===== src/rtl/divider.sv =====
// Iterative signed 32/32 divider: radix-2 non-restoring core on operand magnitudes,
// STEP quotient bits per clock, with a final sign-fixup stage. out = {remainder, quotient}.
module divider #(
  parameter int STEP = 8
) (
  input  logic        clk,
  input  logic        rst_n,
  input  logic        start,
  input  logic [31:0] in1,
  input  logic [31:0] in2,
  output logic        busy,
  output logic        done,
  output logic [63:0] out,
  output logic        div_by_zero
);

  typedef enum logic [1:0] {IDLE, DIVIDE, FIXUP} state_t;

  state_t      state;
  state_t      state_next;
  logic [5:0]  count;
  logic [33:0] rem;
  logic [31:0] quo;
  logic [31:0] dmag;
  logic        sign_n;
  logic        sign_d;
  logic        zero;

  logic [33:0] rem_w;
  logic [31:0] quo_w;
  logic [33:0] shifted;
  logic [31:0] r_mag;
  logic [31:0] q_fix;
  logic [31:0] r_fix;

  // Next-state logic; capture is folded into IDLE so done and re-capture can share an edge.
  always_comb begin
    state_next = state;
    case (state)
      IDLE: begin
        if (start) begin
          state_next = (in2 == 32'h0) ? FIXUP : DIVIDE;
        end else begin
          state_next = IDLE;
        end
      end
      DIVIDE: begin
        if (count == 6'(32 - STEP)) begin
          state_next = FIXUP;
        end else begin
          state_next = DIVIDE;
        end
      end
      FIXUP:   state_next = IDLE;
      default: state_next = IDLE;
    endcase
  end

  // STEP non-restoring iterations: subtract while the partial remainder is non-negative, else add.
  always_comb begin
    rem_w   = rem;
    quo_w   = quo;
    shifted = 34'h0;
    for (int i = 0; i < STEP; i++) begin
      shifted = {rem_w[32:0], quo_w[31]};
      if (!rem_w[33]) begin
        rem_w = shifted - {2'b00, dmag};
      end else begin
        rem_w = shifted + {2'b00, dmag};
      end
      quo_w = {quo_w[30:0], ~rem_w[33]};
    end
  end

  // Restore a negative remainder, then apply operand signs; zero divisor keeps |in1| in quo.
  always_comb begin
    r_mag = rem[33] ? (rem[31:0] + dmag) : rem[31:0];
    if (zero) begin
      q_fix = 32'hFFFF_FFFF;
      r_fix = sign_n ? (~quo + 32'd1) : quo;
    end else begin
      q_fix = (sign_n ^ sign_d) ? (~quo + 32'd1) : quo;
      r_fix = sign_n ? (~r_mag + 32'd1) : r_mag;
    end
  end

  // State, datapath and registered outputs.
  always_ff @(posedge clk) begin
    if (!rst_n) begin
      state       <= IDLE;
      count       <= 6'h0;
      rem         <= 34'h0;
      quo         <= 32'h0;
      dmag        <= 32'h0;
      sign_n      <= 1'b0;
      sign_d      <= 1'b0;
      zero        <= 1'b0;
      busy        <= 1'b0;
      done        <= 1'b0;
      out         <= 64'h0;
      div_by_zero <= 1'b0;
    end else begin
      state <= state_next;
      done  <= 1'b0;
      case (state)
        IDLE: begin
          if (start) begin
            sign_n <= in1[31];
            sign_d <= in2[31];
            zero   <= (in2 == 32'h0);
            quo    <= in1[31] ? (~in1 + 32'd1) : in1;
            dmag   <= in2[31] ? (~in2 + 32'd1) : in2;
            rem    <= 34'h0;
            count  <= 6'h0;
            busy   <= 1'b1;
          end
        end
        DIVIDE: begin
          rem   <= rem_w;
          quo   <= quo_w;
          count <= count + 6'(STEP);
        end
        FIXUP: begin
          out         <= {r_fix, q_fix};
          div_by_zero <= zero;
          done        <= 1'b1;
          busy        <= 1'b0;
        end
        default: begin
          busy <= 1'b0;
        end
      endcase
    end
  end

endmodule


===== config.mk =====
export PLATFORM = sky130hd
export DESIGN_NAME = divider
export DESIGN_NICKNAME = d
export VERILOG_FILES = /design/src/rtl/divider.sv
export SDC_FILE = /design/constraint.sdc
export NUM_CORES = 1
export LEC_CHECK = 0
export CORE_UTILIZATION = 45
export CTS_CLUSTER_SIZE = 10
export DETAILED_ROUTE_END_ITERATION = 16
export GPL_TIMING_DRIVEN = 0
export PLACE_DENSITY = 0.73
export SLEW_MARGIN = 20
export SYNTH_ARGS = -nofsm -noshare
export SYNTH_HDL_FRONTEND = slang
export SYNTH_SLANG_ARGS = --single-unit
export TNS_END_PERCENT = 1

===== constraint.sdc =====
create_clock -name clk -period 41.7 [get_ports clk]
set_input_delay 8.34 -clock clk [delete_from_list [all_inputs] [get_ports clk]]
set_output_delay 8.34 -clock clk [all_outputs]
set_load 0.01 [all_outputs]

## Word level (Yosys, flattened, before mapping)

Index checks and enable logic that the tools add are counted.

- Add/sub/neg operators: 22
- Equality and inequality tests: 4
- Mux-type cells: 29
- Bitwise operators: 14
- Reductions and logical operators: 6

Operators by type and width:

| cell | number |
|---|---|
| 2-to-1 mux 34 bit | 9 |
| 2-to-1 mux 32 bit | 9 |
| adder 34 x 32 -> 34 bit | 8 |
| subtractor 34 x 32 -> 34 bit | 8 |
| adder 32 x 1 -> 32 bit (second input constant) | 4 |
| NOT 32 bit | 4 |
| one-hot mux 34 bit (2 select lines) | 1 |
| one-hot mux 32 bit (2 select lines) | 1 |
| adder 32 bit | 1 |
| zero test 32 bit | 1 |
| one-hot mux 6 bit (2 select lines) | 1 |
| NOT 1 bit | 9 |
| adder 6 x 4 -> 6 bit (second input constant) | 1 |
| == test 6 x 5 -> 1 bit (second input constant) | 1 |
| 2-to-1 mux 2 bit | 3 |
| 2-to-1 mux 6 bit | 1 |
| AND reduction 2 bit | 3 |
| one-hot mux 2 bit (2 select lines) | 1 |
| == test 2 x 1 -> 1 bit (second input constant) | 1 |
| == test 2 bit (second input constant) | 1 |
| zero test 2 bit | 1 |
| 2-to-1 mux 1 bit | 2 |
| != test 2 bit (second input constant) | 1 |
| one-hot mux 1 bit (2 select lines) | 1 |
| other kinds (2) | 2 |

- Register bits after elaboration: 176
- Input bits: 67
- Output and inout bits: 67

## Depth between registers and ports, before layout

Gate-level depths: netlist (run 1).

- Depth after elaboration: 18
- Gate-level depth with buffers: 130
- Gate-level depth less buffers: 116

## Worst setup path after synthesis (run 1)

No wires, ideal clock.

- Path kind: register to register
- From: register dmag[1]
- To: register rem[33]
- Data arrival time: 26644 ps
- Slack: 14939 ps
- Cell stages (with the launch flop): 130
- Path buffers: 14
- Path through: dfxtp_1 inv_1 ha_1 clkbuf_1 nand4_1 or3_1 clkbuf_1 or2_2 clkbuf_1 or3_1 clkbuf_1 nor3_2 nand2_1 or3_1 clkbuf_1 or3_1 clkbuf_1 nand2_1 [... 94 more ...] nor2_1 a21o_1 ha_1 a21o_1 a21o_1 a2111oi_0 o31ai_1 nand2_1 a2111oi_0 o221a_2 o21a_1 a221oi_1 o21ai_0 nand2_1 o21ai_0 xnor2_1 xnor2_1 a32o_1

- Cells in the longest elaborated chain, start to end: 17
- Elaborated cells between the ends (all ways): 25
- Those cells by class: add/sub: 16; mux: 9

RTL lines:

| what | RTL line | RTL |
|---|---|---|
| start: declaration | 24 | `logic [31:0] dmag;` |
| start signal: assignment | 112 | `dmag <= in2[31] ? (~in2 + 32'd1) : in2;` |
| subtractor 34 x 32 -> 34 bit or adder 34 x 32 -> 34 bit (tied branches) | 67, 69 |  |
| 2-to-1 mux 34 bit | 66 | `if (!rem_w[33]) begin` |
| subtractor 34 x 32 -> 34 bit or adder 34 x 32 -> 34 bit (tied branches) | 67, 69 |  |
| 2-to-1 mux 34 bit | 66 |  |
| subtractor 34 x 32 -> 34 bit or adder 34 x 32 -> 34 bit (tied branches) | 67, 69 |  |
| 2-to-1 mux 34 bit | 66 |  |
| subtractor 34 x 32 -> 34 bit or adder 34 x 32 -> 34 bit (tied branches) | 67, 69 |  |
| 2-to-1 mux 34 bit | 66 |  |
| subtractor 34 x 32 -> 34 bit or adder 34 x 32 -> 34 bit (tied branches) | 67, 69 |  |
| 2-to-1 mux 34 bit | 66 |  |
| subtractor 34 x 32 -> 34 bit or adder 34 x 32 -> 34 bit (tied branches) | 67, 69 |  |
| 2-to-1 mux 34 bit | 66 |  |
| subtractor 34 x 32 -> 34 bit or adder 34 x 32 -> 34 bit (tied branches) | 67, 69 |  |
| 2-to-1 mux 34 bit | 66 |  |
| subtractor 34 x 32 -> 34 bit or adder 34 x 32 -> 34 bit (tied branches) | 67, 69 |  |
| 2-to-1 mux 34 bit * | 66 |  |
| one-hot mux 34 bit (2 select lines) * | 105 | `case (state)` |
| end signal: assignment | 119 | `rem <= rem_w;` |
| end: declaration | 22 | `logic [33:0] rem;` |

Every way passes the cells marked *; elsewhere a longest branch is shown, timed or not.
A chain may end at the register's enable or synchronous reset.

## Final worst setup path (run 1)

- From: register dmag[1]
- To: register quo[0]

- Cells in the longest elaborated chain, start to end: 18
- Elaborated cells between the ends (all ways): 26
- Those cells by class: add/sub: 16; mux: 9; bitwise: 1

RTL lines:

| what | RTL line | RTL |
|---|---|---|
| subtractor 34 x 32 -> 34 bit or adder 34 x 32 -> 34 bit (tied branches) | 67, 69 |  |
| 2-to-1 mux 34 bit | 66 |  |
| subtractor 34 x 32 -> 34 bit or adder 34 x 32 -> 34 bit (tied branches) | 67, 69 |  |
| 2-to-1 mux 34 bit | 66 |  |
| subtractor 34 x 32 -> 34 bit or adder 34 x 32 -> 34 bit (tied branches) | 67, 69 |  |
| 2-to-1 mux 34 bit | 66 |  |
| subtractor 34 x 32 -> 34 bit or adder 34 x 32 -> 34 bit (tied branches) | 67, 69 |  |
| 2-to-1 mux 34 bit | 66 |  |
| [... 2 more ...] | -- |  |
| subtractor 34 x 32 -> 34 bit or adder 34 x 32 -> 34 bit (tied branches) | 67, 69 |  |
| 2-to-1 mux 34 bit | 66 |  |
| subtractor 34 x 32 -> 34 bit or adder 34 x 32 -> 34 bit (tied branches) | 67, 69 |  |
| 2-to-1 mux 34 bit | 66 |  |
| subtractor 34 x 32 -> 34 bit or adder 34 x 32 -> 34 bit (tied branches) | 67, 69 |  |
| 2-to-1 mux 34 bit * | 66 |  |
| NOT 1 bit * | 71 | `quo_w = {quo_w[30:0], ~rem_w[33]};` |
| one-hot mux 32 bit (2 select lines) * | 105 |  |
| end signal: assignment | 111 | `quo <= in1[31] ? (~in1 + 32'd1) : in1;` |
| end signal: assignment | 120 | `quo <= quo_w;` |
| end: declaration | 23 | `logic [31:0] quo;` |

Marks and branches as above.

==> results.txt, run 1 <==
The run finished with clean final reports. The launch instance of the worst register-to-register path is dmag[1]$_SDFFE_PN0P_. Dividing the detail-routed wire length by the instance count gives 21.1 um. The element type at the critical path start is a flop.

The depth of the worst register-to-register path came out at 131. The cell count after synthesis is 3,863. The count of hold buffers inserted by post-cts repair is 0. Among all stages on the critical path, the largest delay is contributed by sky130_fd_sc_hd__clkbuf_1.

The number of logic stages on the critical path including buffering came out at 131. Row generation in the floorplan step produced 90 rows. sky130_fd_sc_hd__ha_1 takes more of the synthesized area than any other cell. The fill cell total of the finished layout is 6,084. The buffer and inverter count on the worst path came out at 17.

The width of the chip is 250 um. The fraction of registers with async set or reset after synthesis is 0. The worst setup path category is flop to flop. The count of routing violations after the opening detailed-route iteration is 3,004.

The final HPWL from detailed placement is 82.7 mm. The final max-slew violation count came out at 0. The area share of the largest cell type after synthesis is 0.136. After clock tree synthesis, the clock-pin slew on the worst setup and hold paths is 0.07 ns. Yosys instantiated no cell more often than sky130_fd_sc_hd__nand2_1. The I/O pin total is 134.

For the worst-skew pair, the clock arrives at the later sink with an insertion delay of 0.45 ns. The standard cell core area is 0.0606 mm^2. The number of diodes came out at 0. The die covers 0.0627 mm^2. The path with the worst hold slack has its endpoint at out[50]$_SDFFE_PN0P_. For the worst setup path, the data required time is 42.00 ns. Setup repair after global routing left no endpoint under its margin. The commonest register cell after synthesis is sky130_fd_sc_hd__dfxtp_1. The path class of the tightest hold or removal check is flop to flop. The critical path endpoint category is a flop. For this run, design rule violations remaining after detail routing come to 0. The final wirelength came out at 102 mm. Dividing the detail-routed via count by the number of cells gives 6.13. Measured against its own limit, the worst slew margin works out to 0.194. The arrival time of data at the critical path endpoint is 39.35 ns. Entering global routing, the biggest net connects 18 pins.

In this run the deepest clock path goes through 2 buffers. The worst hold path startpoint is out[50]$_SDFFE_PN0P_. The cell area after synthesis is 0.0277 mm^2. The count of state elements after synthesis came out at 173. The die height is 250 um. The detail route stage leaves a number of antenna-violating nets equal to 0. The TritonCTS buffer count came out at 17. The number of instances on the worst hold path came out at 2. The tree is rooted in a sky130_fd_sc_hd__clkbuf_16. The max capacitance violation total is 0. Dividing the final minimum period by the clock period gives 0.937. The most numerous cell on the critical path is sky130_fd_sc_hd__nand2_1. The total count of hold-check failures in the final report is 0.

In this design, the largest share of critical-path delay is due to compound AO/OA/AOI/OAI gates. The growth of design area from synthesis to finish is 10.5%. The number of global-route vias before repair is 26,800. The count of instances resized after the clock tree is built is 0. The slew of the pin with the lowest slew margin is 1.21 ns. Counting distinct cell types in the post-synthesis netlist gives 89.

Clock skew on the completed layout was measured at 0.0160 ns. The count of yosys warnings during synthesis is 0. Hold is met by 0.451 ns. The TritonCTS sink count came out at 173.

The effective utilization at floorplan is 0.458. Setup violations remaining at the end of the flow were counted as 0. The sequential element share of the synthesized area is 0.125. The highest cell delay on the worst timing path came out at 0.90 ns.

The minimum period implied by the final worst setup slack is 39.05 ns. The timing-limited maximum frequency is 25.6 MHz. Port buffering added 133 buffers. The commonest cells after synthesis are 416 x sky130_fd_sc_hd__nand2_1, 404 x sky130_fd_sc_hd__xnor2_1, 373 x sky130_fd_sc_hd__nor2_1. In this run the worst path has a maximum fanout of 10.

The first global-routing pass estimated 154 mm of wire. Setup slack on the worst reg-to-reg path comes out at 2.65 ns. Before antenna repair, the detailed router went through 5 iterations. The initial antenna violation count came out at 1. Sorting the synthesized cells by area gives the leading types as sky130_fd_sc_hd__ha_1 14%, sky130_fd_sc_hd__xnor2_1 13%, sky130_fd_sc_hd__dfxtp_1 12%, sky130_fd_sc_hd__a21oi_1 6.5%, sky130_fd_sc_hd__xor2_1 6.3%. The H-tree depth reported by CTS is 4. Yosys mapped a number of flops with a built-in enable equal to 0. Of the cells placed in the final design, the portion with a size suffix greater than 1 is 0.0285. The net count after synthesis came out at 4,240. The average instance area after synthesis came out at 7.18 um^2. The aggregate negative setup slack came out at 0 ns. The total global routing overflow came out at 0. In this run the critical register-to-register path is captured at quo[0]$_SDFFE_PN0P_. The overall fraction of global-route tracks in use came out at 0.312. At the end of routability-driven placement, the weighted congestion stood at 1.05. The post-CTS setup repair buffer count came out at 0.

TritonCTS built the clock tree. The vias after detailed routing is 29,500. For this run, the post-layout net count is 4,394.
==> cell usage in the layout, fill, tap and decap left out, drive strengths merged, types with 45 or more instances in the layout <==
cell and instances:
ha 301, inv 110, nand2 419, clkbuf 192, xnor2 408, o21ai 235
or3 56, nor2 374, a211oi 94, dfxtp 173, o21bai 51, a21oi 361
xor2 202, clkdlybuf4s50 133, a21o 154, nand2b 57, nand3 50, nor3 71
nor2b 45
==> flip-flops by register name (all words and copies together) (netlist names), 2 cells and up <==
register / flops
quo: 32
rem: 34
dmag: 32
out: 64
state: 2
count: 3
==> metal layers <==
| metal | global-route usage | part of all wire | vias to the layer above |
|---|---|---|---|
| met1 | 0.434 | 0.44 | 13900 |
| li1 | - | - | 14100 |
| met4 | 0.112 | 0.037 | 0 |
| met2 | 0.494 | 0.43 | 1316 |
| met3 | 0.0351 | 0.092 | 162 |
| met5 | 0 | 0 | - |
==> cells by family (layout without fill, tap and decap cells) <==
family	count (synthesis)	count (layout)	synth area share
simple gates	1222	1222	0.204
fa+ha+maj	310	310	0.142
xor+xnor	614	614	0.197
compound gates	1213	1213	0.280
mux	20	20	0.00807
buf+inv	311	478	0.0433
flops	173	173	0.125
==> final cells by class <==
type	instances	area, um^2	area share
Clock buffer	18	439	0.0143
Inverter	106	398	0.0130
Clock inverter	14	133	0.00432
Sequential cell	173	3460	0.113
Timing Repair Buffer	135	1350	0.0441
Multi-Input combinational cell	3379	23100	0.753
Tap cell	782	978	0.0319
Buffer	205	803	0.0262
==> tightest hold or removal path: cells and delay by family, from the launching register on <==
kind,cells,cell delay (ns)
flip-flops,1,0.31
AND/OR/NAND/NOR,1,0.05
AO/OA/AOI/OAI,1,0.05
==> how the worst max path moves through the flow <==
stage,startpoint,endpoint
finish,dmag[1]$_SDFFE_PN0P_,quo[0]$_SDFFE_PN0P_
detailed placement,dmag[1]$_SDFFE_PN0P_,rem[33]$_SDFFE_PN0P_
CTS,dmag[1]$_SDFFE_PN0P_,rem[33]$_SDFFE_PN0P_
global placement,dmag[1]$_SDFFE_PN0P_,rem[33]$_SDFFE_PN0P_
global route,dmag[1]$_SDFFE_PN0P_,rem[32]$_SDFFE_PN0P_
floorplan,dmag[1]$_SDFFE_PN0P_,rem[33]$_SDFFE_PN0P_
==> stage by stage <==
step | setup WS [ns] | cells | utilization | area, um^2
detailed placement | 3.69 | 4780 | 0.497 | 30100
finish | 2.65 | 4812 | 0.506 | 30700
global route | 1.14 | 4812 | 0.506 | 30700
CTS | 3.52 | 4812 | 0.506 | 30700
global placement | 2.86 | 4778 | 0.496 | 30100
floorplan | 14.94 | 3863 | - | 27700
Power of run 1 is left out: the tool's default activity adds up to more than one toggle a clock period on the data nets, which glitch-free logic cannot reach.
==> run 2, diff against run 1 <==
--- a/config.mk
+++ b/config.mk
@@ -5,6 +5,7 @@
 export SDC_FILE = /design/constraint.sdc
 export NUM_CORES = 1
 export LEC_CHECK = 0
+export ABC_CLOCK_PERIOD_IN_PS = 41700
 export CORE_UTILIZATION = 45
 export CTS_CLUSTER_SIZE = 10
 export DETAILED_ROUTE_END_ITERATION = 16
==> results of run 2 <==
Same layout as run 1: the final DEF is identical, and so are final timing and power.
Power of run 2 is left out for the same reason.
